### src/rtl/cursor_ctrl.sv
// cursor_ctrl
// Turns decoded PS/2 key events into a cursor position on a COLS x ROWS grid.
// It supports 8-direction movement, clamp or wrap edges, optional E0 arrow keys
// and typematic auto-repeat. Select and cancel are single-cycle pulses.
//
// Ports:
//   clk           system clock
//   rst           synchronous active-high reset
//   key_event     [10] make/held, [8] E0-extended, [7:0] scan code ([9] unused)
//   cursor_x/y    current cursor column / row
//   select_pulse  one cycle on a new Space / Enter press
//   cancel_pulse  one cycle on a new Esc press
//   move_pulse    one cycle whenever the cursor actually changes
//   bump_pulse    one cycle when a move is fully blocked by clamping
//
// Latency: the key word is registered into ev_q, and the cursor and pulses
// update on the following edge. All outputs are registered.
module cursor_ctrl #(
  parameter int COLS          = 8,
  parameter int ROWS          = 8,
  parameter int COORD_W       = 4,
  parameter int INIT_X        = 0,
  parameter int INIT_Y        = 0,
  parameter int WRAP          = 0,
  parameter int ARROWS_EN     = 1,
  parameter int REPEAT_EN     = 1,
  parameter int REPEAT_DELAY  = 25_000_000,
  parameter int REPEAT_PERIOD = 5_000_000
) (
  input  logic               clk,
  input  logic               rst,
  input  logic [10:0]        key_event,
  output logic [COORD_W-1:0] cursor_x,
  output logic [COORD_W-1:0] cursor_y,
  output logic               select_pulse,
  output logic               cancel_pulse,
  output logic               move_pulse,
  output logic               bump_pulse
);

  localparam int CW1 = COORD_W + 1;
  localparam logic [COORD_W:0] MAX_X = CW1'(COLS - 1);
  localparam logic [COORD_W:0] MAX_Y = CW1'(ROWS - 1);
  localparam logic [31:0] DELAY_LOAD  = 32'(REPEAT_DELAY - 1);
  localparam logic [31:0] PERIOD_LOAD = 32'(REPEAT_PERIOD - 1);

  typedef enum logic [1:0] {ST_IDLE, ST_DELAY, ST_REPEAT} state_t;

  state_t      state;
  logic [10:0] ev_q;
  logic [10:0] ev_p;
  logic [8:0]  lat_code;
  logic [31:0] cnt;

  // Bit 9 of the key word carries no meaning here.
  logic unused_bits;
  assign unused_bits = ^{ev_q[9], ev_p[9]};

  // Classification of the registered key word.
  logic mv_valid, dx_neg, dx_pos, dy_neg, dy_pos, is_sel, is_can;

  always_comb begin
    mv_valid = 1'b0;
    dx_neg   = 1'b0;
    dx_pos   = 1'b0;
    dy_neg   = 1'b0;
    dy_pos   = 1'b0;
    is_sel   = 1'b0;
    is_can   = 1'b0;
    if (ev_q[10]) begin
      if (!ev_q[8]) begin
        case (ev_q[7:0])
          8'h1D: begin mv_valid = 1'b1; dy_neg = 1'b1; end
          8'h22: begin mv_valid = 1'b1; dy_pos = 1'b1; end
          8'h1C: begin mv_valid = 1'b1; dx_neg = 1'b1; end
          8'h23: begin mv_valid = 1'b1; dx_pos = 1'b1; end
          8'h15: begin mv_valid = 1'b1; dx_neg = 1'b1; dy_neg = 1'b1; end
          8'h24: begin mv_valid = 1'b1; dx_pos = 1'b1; dy_neg = 1'b1; end
          8'h1A: begin mv_valid = 1'b1; dx_neg = 1'b1; dy_pos = 1'b1; end
          8'h21: begin mv_valid = 1'b1; dx_pos = 1'b1; dy_pos = 1'b1; end
          8'h29, 8'h5A: is_sel = 1'b1;
          8'h76:        is_can = 1'b1;
          default: ;
        endcase
      end else if (ARROWS_EN != 0) begin
        case (ev_q[7:0])
          8'h75: begin mv_valid = 1'b1; dy_neg = 1'b1; end
          8'h72: begin mv_valid = 1'b1; dy_pos = 1'b1; end
          8'h6B: begin mv_valid = 1'b1; dx_neg = 1'b1; end
          8'h74: begin mv_valid = 1'b1; dx_pos = 1'b1; end
          default: ;
        endcase
      end
    end
  end

  // A held key with an unchanged code is never a new press.
  logic new_press;
  assign new_press = ev_q[10] && (!ev_p[10] || (ev_p[8:0] != ev_q[8:0]));

  // Next position; one extra bit of headroom so +1 at the top cannot overflow.
  logic [COORD_W:0] x_ext, y_ext, nx, ny;
  logic             changed, has_dir;

  always_comb begin
    x_ext = {1'b0, cursor_x};
    y_ext = {1'b0, cursor_y};
    nx    = x_ext;
    ny    = y_ext;
    if (dx_neg)      nx = (x_ext == '0)    ? ((WRAP != 0) ? MAX_X : x_ext) : x_ext - CW1'(1);
    else if (dx_pos) nx = (x_ext == MAX_X) ? ((WRAP != 0) ? '0 : x_ext)    : x_ext + CW1'(1);
    if (dy_neg)      ny = (y_ext == '0)    ? ((WRAP != 0) ? MAX_Y : y_ext) : y_ext - CW1'(1);
    else if (dy_pos) ny = (y_ext == MAX_Y) ? ((WRAP != 0) ? '0 : y_ext)    : y_ext + CW1'(1);
    changed = (nx != x_ext) || (ny != y_ext);
    has_dir = dx_neg || dx_pos || dy_neg || dy_pos;
  end

  // Step decisions. A new press always wins over the repeat timer; a timer
  // step needs the latched key still held with the same code.
  logic press_move, press_other, key_same, rep_step, step_now;
  assign press_move  = new_press && mv_valid;
  assign press_other = new_press && (is_sel || is_can);
  assign key_same    = ev_q[10] && (ev_q[8:0] == lat_code);
  assign rep_step    = (state != ST_IDLE) && !press_move && !press_other &&
                       key_same && (cnt == '0);
  assign step_now    = press_move || rep_step;

  always_ff @(posedge clk) begin
    if (rst) begin
      state        <= ST_IDLE;
      ev_q         <= '0;
      ev_p         <= '0;
      lat_code     <= '0;
      cnt          <= '0;
      cursor_x     <= COORD_W'(INIT_X);
      cursor_y     <= COORD_W'(INIT_Y);
      select_pulse <= 1'b0;
      cancel_pulse <= 1'b0;
      move_pulse   <= 1'b0;
      bump_pulse   <= 1'b0;
    end else begin
      ev_q         <= key_event;
      ev_p         <= ev_q;
      select_pulse <= 1'b0;
      cancel_pulse <= 1'b0;
      move_pulse   <= 1'b0;
      bump_pulse   <= 1'b0;

      if (step_now) begin
        cursor_x   <= nx[COORD_W-1:0];
        cursor_y   <= ny[COORD_W-1:0];
        move_pulse <= changed;
        bump_pulse <= has_dir && !changed;
      end

      if (press_move) begin
        cnt      <= DELAY_LOAD;
        lat_code <= ev_q[8:0];
        state    <= (REPEAT_EN != 0) ? ST_DELAY : ST_IDLE;
      end else if (press_other) begin
        select_pulse <= is_sel;
        cancel_pulse <= is_can;
        state        <= ST_IDLE;
      end else if (state != ST_IDLE) begin
        if (!key_same) begin
          state <= ST_IDLE;
        end else if (cnt == '0) begin
          cnt   <= PERIOD_LOAD;
          state <= ST_REPEAT;
        end else begin
          cnt <= cnt - 32'd1;
        end
      end
    end
  end

endmodule
### config.mk
export PLATFORM = sky130hd
export DESIGN_NAME = cursor_ctrl
export DESIGN_NICKNAME = d
export VERILOG_FILES = /design/src/rtl/cursor_ctrl.sv
export SDC_FILE = /design/constraint.sdc
export NUM_CORES = 1
export LEC_CHECK = 0
export CAP_MARGIN = 15
export CORE_MARGIN = 2
export CORE_UTILIZATION = 40
export DETAILED_ROUTE_END_ITERATION = 16
export HOLD_SLACK_MARGIN = 0.15
export PLACE_DENSITY = 0.59
export SYNTH_ARGS = -nofsm -noshare
export SYNTH_HDL_FRONTEND = slang
export SYNTH_SLANG_ARGS = --single-unit
### constraint.sdc
create_clock -name clk -period 3.2 [get_ports clk]
set_input_delay 0.32 -clock clk [delete_from_list [all_inputs] [get_ports clk]]
set_output_delay 0.32 -clock clk [all_outputs]
set_load 0.05 [all_outputs]
==> reports/summary.txt, run 1 <==
Worst reg2reg setup slack: 0.26 ns
Hold buffers post-CTS: 0
Static power due to leakage: 1.781 nW
Diode insertion count for antenna repair: 0
Initial cell density of the core: 40.86%
Longest individual stage delay on the worst path: 0.62 ns
I/O Buffers: 23
Synth Register Bits: 75
Period minus WS final: 2.935 ns
Area growth from synthesis to layout: 16.54%
CP max stage cell: sky130_fd_sc_hd__or4b_2
Global routing met1 resource utilization: 29.10%
Die extent in x: 109.0 um
Count of endpoints failing hold in the final timing report: 0
Detailed Route Iter0 Violations: 276
Standard cell core area: 10,790 sq um
Leading post-synthesis cells by cell area: sky130_fd_sc_hd__dfxtp_1 (34%), sky130_fd_sc_hd__a21oi_1 (4.0%), sky130_fd_sc_hd__xnor2_1 (4.0%)
First-pass GRT wire length: 19,530 um
Synthesized-area fraction occupied by adder cells: 1.702%
Reg2reg start: cnt[1]
Worst r2r dst: cnt[28]
Cell count of the worst reg-to-reg path: 8
Synthesized-area fraction occupied by ao, oa, aoi and oai cells: 22.89%
Sequential cell area fraction in the yosys report: 34.04%
Setup repair after global routing missed its margin: no
Setup clock skew after layout: 0.01713 ns
Setup-violating endpoint count in the final report: 0
Most instantiated flip-flop cell in the synthesis netlist: sky130_fd_sc_hd__dfxtp_1
Post-synthesis simple-gate area fraction: 31.46%
Post-route ant nets: 0
Placement row count: 38
Worst hold-check path type: primary input to register
Routed length per instance: 16.51 um
Layer with the highest usage: met2
Accumulated negative setup slack: 0 ns
Asr flop ratio synth: 0%
Total congestion overflow: 0
Synthesized-area fraction occupied by xor and xnor cells: 4.170%
TritonCTS clock tree: done
Post-CTS Resized: 0
Top cells by instance count after synthesis: sky130_fd_sc_hd__dfxtp_1 (75), sky130_fd_sc_hd__nand2_1 (39), sky130_fd_sc_hd__a21oi_1 (35), sky130_fd_sc_hd__nor2_1 (35), sky130_fd_sc_hd__nor2b_1 (24)
Clock tree root driver cell: sky130_fd_sc_hd__clkbuf_8
Crit-path cells: inv_1 -> ha_1 -> nor3b_1 -> nand4_1 -> or4_1 -> a2111oi_2 -> or4b_2 -> a21oi_1
Die ar.: 11,880 sq um
Launch point of the worst hold path: rst
Total power: 2.185 mW
Highest Clock Rate: 340.7 MHz
Hold path depth: 2
Area share of the largest cell type after synthesis: 34.04%
Die height: 109.0 um
TritonCTS buffer count: 9
Endpoint required time on the critical path: 3.49 ns
Clock Latency Late Sink: 0.38 ns
First drt pass iteration count: 5
Cell family with most CP delay: simple AND/OR/NAND/NOR gates
CTS max path bufs: 2
Leading area contributor after synthesis: sky130_fd_sc_hd__dfxtp_1
Sum of routed wire length over all layers: 11,690 um
Tcrit/Tclk final: 91.72%
DR vias: 4,181
Met3 routing resource usage after global routing: 4.304%
Drc violations: 0
Pwr dens: 425.1 nW/um^2
Destination of the worst hold path: ev_q[2]
Mean instance size in the synthesized netlist: 8.275 sq um
Number of nets at the end of the flow: 582
Data arrival time of the worst path: 3.23 ns
Met2 track utilization from global routing: 31.77%
Final Max Slew Viols: 0
Crit-path max FO: 4
Setup slack at placement: 0.1820 ns
Multiplexer fraction of the synthesized cell area: 1.191%
Via count of the first global-routing pass: 3,915
Max VDD drop: 0.2510 mV
Share of cells above drive strength 1: 13.56%
Run status: completed
Warning count from the yosys run: 0
Maximum number of pins on one net before global-route repair: 28
Number of different library cells in the post-synthesis netlist: 73
Worst max-slew margin expressed relative to the limit: 44.30%
Number of antenna violations at the first check in global routing: 0
Synth Cell Area: 4410 sq um
Nature of the critical path startpoint: register
CP endpoint kind: register
DR vias/cell: 5.905
Slew at the pin closest to its max-slew limit: 0.8279 ns
Critical path buffer and inverter count: 1
H-tree depth: 3
Setup bufs post-CTS: 0
Utilization of the core after routing: 47.62%
Main combinational cell family by area after synthesis: simple AND/OR/NAND/NOR gates
Most frequent cell after synthesis: sky130_fd_sc_hd__dfxtp_1
# Max-Cap Violations: 0
Gp weighted congestion: 0.8976
Net Count, Synth: 552
Number of flops mapped to enable cells by yosys: 0
Clock Pin Slew Worst Setup and Hold Paths: 0.09 ns
Tot GR Track Use: 20.80%
Hpwl dp: 8170 um
I/O Pins: 25
Worst setup path category: register to register
TritonCTS sink count: 75
Count of mapped cells out of synthesis: 533
Worst Slack Setup Final: 0.2648 ns
==> final cells by class <==
| cell class | instances | area, sq um |
|---|---|---|
| clock buffers | 9 | 123.9 |
| clock inverters | 7 | 98.84 |
| fillers | 1024 | 5653 |
| inverters | 14 | 52.55 |
| multi-input cells | 408 | 2721 |
| flip-flops and latches | 75 | 1503 |
| well taps | 140 | 175.2 |
| repair buffers | 55 | 465.4 |
==> power by group <==
group	total [mW]	internal, mW	switching [mW]
Clock	0.840	0.446	0.394
Sequential	0.986	0.954	0.0324
Combinational	0.359	0.141	0.218
Total	2.18	1.54	0.645
==> stage by stage <==
stage          instance area, sq um  instances  hold WS, ns
5_1_grt                        5140        708       0.4768
3_3_place_gp                   4910        692       0.4500
3_5_place_dp                   4910        692       0.4588
2_1_floorplan                  4410        533       0.4443
6_report                       5140        708       0.4399
4_1_cts                        5132        708       0.4343
==> registers in the layout (all words and copies together) (netlist names) <==
register and flops:
select_pulse 1, state 2, lat_code 9, cursor_x 4, ev_p 10, cancel_pulse 1, cnt 32, cursor_y 4
bump_pulse 1, ev_q 10, move_pulse 1
==> layer usage <==
metal  routed length [um]  share of wire [%]
met1                 5717                 49
met4                  159                1.4
met3                  504                4.3
met5                    0                  0
met2                 5310                 45
==> logic make-up after synthesis <==
logic type / count (synthesis)
AO/OA/AOI/OAI: 142
XOR/XNOR: 21
adder cells (fa/ha/maj): 6
buffers and inverters: 50
flip-flops: 75
multiplexers: 5
AND/OR/NAND/NOR: 234
==> cells in the final DEF (no fill, tap or decap), drive strengths merged, types with 13 or more instances in the layout <==
master / Yosys / final
dfxtp: 75 / 75
nor3: 16 / 16
xnor2: 20 / 20
inv: 14 / 17
buf: 16 / 33
nor2: 35 / 35
o21ai: 22 / 22
nand2: 39 / 39
nor4: 13 / 13
a21oi: 36 / 36
or3: 16 / 16
clkdlybuf4s50: 0 / 22
nor2b: 24 / 24
==> how the worst max path moves through the flow <==
stage | start | end | slack (ns) | cells past startpoint
6_report | cnt[1] | cnt[28] | 0.26 | 8
5_1_grt | ev_q[4] | cnt[3] | 0.02 | 7
4_1_cts | ev_q[2] | cursor_x[2] | 0.14 | 7
3_5_place_dp | ev_q[4] | cursor_x[2] | 0.18 | 6
3_3_place_gp | ev_q[4] | cursor_x[1] | 0.31 | 6
2_1_floorplan | cnt[24] | cursor_x[0] | 0.48 | 7
Note: power is estimated with default switching activity, not from simulation.
==> inputs of run 2 (changes only) <==
- CELL_PAD_IN_SITES_DETAIL_PLACEMENT: default -> 0
- CELL_PAD_IN_SITES_GLOBAL_PLACEMENT: default -> 1
- CORE_MARGIN: 2 -> 5
- PLACE_DENSITY: 0.59 -> 0.74
==> run 2 against run 1 <==
Worst hold slack better by 0.0045 ns. Global-route usage is 2.2 points lower. Cell area is 0.34% lower. Clock skew is 0.0017 ns lower. Combinational power hardly changed. Via count is 1.1% higher. First-iteration DRC count is 26% higher. Count of clock-buffer cells in the layout is 1 higher. Total power is 0.86% lower. Register-to-register slack hardly changed. Sequential share of layout area is 0.076 points higher. Flip-flop and latch count stayed put. Critical path type unchanged. Highest routed layer unchanged.
==> reports/summary.txt, run 2 (synthesis gave the netlist of run 1 again) <==
Routed length per instance: 17.30 um (was 16.51 um)
First-pass GRT wire length: 19,830 um (was 19,530 um)
Endpoint required time on the critical path: 3.50 ns (was 3.49 ns)
Registers with the highest flip-flop counts: cnt (32), ev_p (10), ev_q (10) (unchanged)
Gp weighted congestion: 0.8420 (was 0.8976)
Met2 wire length: 5241 um (was 5310 um)
Count of endpoints failing hold in the final timing report: 0 (unchanged)
Drc violations: 0 (unchanged)
Critical path buffer and inverter count: 0 (was 1)
Total instance count after detailed placement: 691 (was 692)
Setup clock skew after layout: 0.01544 ns (was 0.01713 ns)
Utilization of the core after routing: 47.25% (was 47.62%)
Leading cell type in the layout, fill and taps excluded: sky130_fd_sc_hd__dfxtp_1 (unchanged)
Post-route ant nets: 0 (unchanged)
Period minus WS final: 2.932 ns (was 2.935 ns)
Total congestion overflow: 0 (unchanged)
Clock Latency Late Sink: 0.36 ns (was 0.38 ns)
Area growth from synthesis to layout: 16.14% (was 16.54%)
Die ar.: 13,230 sq um (was 11,880 sq um)
Worst setup path category: register to register (unchanged)
Standard cell core area: 10,840 sq um (was 10,790 sq um)
# Max-Cap Violations: 0 (unchanged)
TritonCTS sink count: 75 (unchanged)
Longest individual stage delay on the worst path: 0.70 ns (was 0.62 ns)
CTS max path bufs: 2 (unchanged)
Highest Clock Rate: 341.1 MHz (was 340.7 MHz)
Sum of routed wire length over all layers: 12,210 um (was 11,690 um)
TritonCTS clock tree: done (unchanged)
Most flop-heavy register: cnt (unchanged)
Die height: 115.0 um (was 109.0 um)
Number of nets at the end of the flow: 581 (was 582)
Hpwl dp: 8420 um (was 8170 um)
CP max stage cell: sky130_fd_sc_hd__dfxtp_1 (was sky130_fd_sc_hd__or4b_2)
Setup-violating endpoint count in the final report: 0 (unchanged)
Setup repair after global routing missed its margin: no (unchanged)
Amount of wire on met3 after detailed routing: 641 um (was 504 um)
I/O Buffers: 23 (unchanged)
Worst Hold Margin: 0.4444 ns (was 0.4399 ns)
Static power due to leakage: 1.775 nW (was 1.781 nW)
Uppermost layer routed: met4 (unchanged)
Cell Count, Final, Fillers Out: 706 (was 708)
Largest register FFs: 32 (unchanged)
Slew at the pin closest to its max-slew limit: 0.8517 ns (was 0.8279 ns)
Die extent in x: 115.0 um (was 109.0 um)
Crit-path max FO: 14 (was 4)
Nature of the critical path startpoint: register (unchanged)
Maximum number of pins on one net before global-route repair: 28 (unchanged)
Share of cells above drive strength 1: 13.07% (was 13.56%)
Leading cell types in the layout, fill and taps excluded: sky130_fd_sc_hd__dfxtp_1 (75), sky130_fd_sc_hd__nand2_1 (39), sky130_fd_sc_hd__nor2_1 (35), sky130_fd_sc_hd__a21oi_1 (35), sky130_fd_sc_hd__buf_4 (31) (was sky130_fd_sc_hd__dfxtp_1 (74), sky130_fd_sc_hd__nand2_1 (39), sky130_fd_sc_hd__nor2_1 (35), sky130_fd_sc_hd__a21oi_1 (35), sky130_fd_sc_hd__buf_4 (32))
Crit-path cells: xnor2_1 -> nand4_1 -> or4_1 -> a2111oi_2 -> or4b_2 -> a21oi_1 (was inv_1 -> ha_1 -> nor3b_1 -> nand4_1 -> or4_1 -> a2111oi_2 -> or4b_2 -> a21oi_1)
Number of antenna violations at the first check in global routing: 0 (unchanged)
Tot GR Track Use: 18.59% (was 20.80%)
Cell family with most CP delay: simple AND/OR/NAND/NOR gates (unchanged)
Worst hold-check path type: primary input to register (unchanged)
H-tree depth: 3 (unchanged)
TritonCTS buffer count: 9 (unchanged)
Accumulated negative setup slack: 0 ns (unchanged)
Tcrit/Tclk final: 91.61% (was 91.72%)
Detailed Route Iter0 Violations: 349 (was 276)
DR vias/cell: 5.987 (was 5.905)
Run status: completed (unchanged)
Hold buffers post-CTS: 0 (unchanged)
Via count of the first global-routing pass: 3,894 (was 3,915)
Number of fillers in the final layout: 1,036 (was 1,024)
Max VDD drop: 0.2175 mV (was 0.2510 mV)
DR vias: 4,227 (was 4,181)
Data arrival time of the worst path: 3.23 ns (about the same)
I/O Pins: 25 (unchanged)
CP endpoint kind: register (unchanged)
Diode insertion count for antenna repair: 0 (unchanged)
DRT met1 WL: 6227 um (was 5717 um)
Clock tree root driver cell: sky130_fd_sc_hd__clkbuf_8 (unchanged)
Initial cell density of the core: 40.69% (was 40.86%)
Clock Pin Slew Worst Setup and Hold Paths: 0.09 ns (about the same)
Worst max-slew margin expressed relative to the limit: 41.75% (was 44.30%)
Pwr dens: 422.9 nW/um^2 (was 425.1 nW/um^2)
Placement row count: 38 (unchanged)
First drt pass iteration count: 5 (unchanged)
Final Max Slew Viols: 0 (unchanged)
-- run 2: layer usage --
layer / global-route usage, % / vias up
met5: 0 / -
met4: 5.477 / 0
met3: 3.053 / 10
met2: 27.66 / 111
met1: 27.55 / 2040
li1: - / 2066
-- run 2: power breakdown --
group,internal [mW],switching (mW)
combinational,0.142,0.220
clock,0.454,0.365
sequential,0.953,0.0322
-- run 2: what timing repair did --
action / 4_1_cts / 5_1_grt
resized for setup: 0 / 1
buffers inserted: 0 / 0
endpoints found under the setup margin: 0 / 1
-- run 2: worst paths after layout --
path / start / to / slack [ns] / cells past startpoint
setup / recovery: ev_q[6] / cnt[28] / 0.27 / 6
hold / removal: rst / ev_q[0] / 0.44 / 2
setup reg to reg: ev_q[6] / cnt[28] / 0.27 / 6
hold reg to reg: lat_code[6] / lat_code[6] / 0.47 / 2
-- run 2: layout make-up --
type | instances | area, sq um | area share, %
clock buffers | 10 | 137.6 | 2.687
clock inverters | 5 | 77.57 | 1.514
inverters | 14 | 52.55 | 1.026
multi-input cells | 408 | 2720 | 53.10
flip-flops and latches | 75 | 1501 | 29.31
well taps | 140 | 175.2 | 3.420
repair buffers | 54 | 457.9 | 8.940
-- run 2: worst reg2reg max path: stages (launching register included) --
cell and delay, ns:
sky130_fd_sc_hd__dfxtp_1 0.70, sky130_fd_sc_hd__xnor2_1 0.22, sky130_fd_sc_hd__nand4_1 0.13, sky130_fd_sc_hd__or4_1 0.62, sky130_fd_sc_hd__a2111oi_2 0.45, sky130_fd_sc_hd__or4b_2 0.62
sky130_fd_sc_hd__a21oi_1 0.15
-- run 2: stage by stage --
step / setup slack (ns) / power [mW] / area (sq um)
global placement: 0.3465 / 1.358 / 4902
finish: 0.2685 / 2.166 / 5122
global route: 0.03495 / 2.267 / 5122
CTS: 0.2491 / 2.174 / 5117
floorplan: 0.4816 / 1.242 / 4410
detailed placement: 0.2862 / 1.362 / 4902
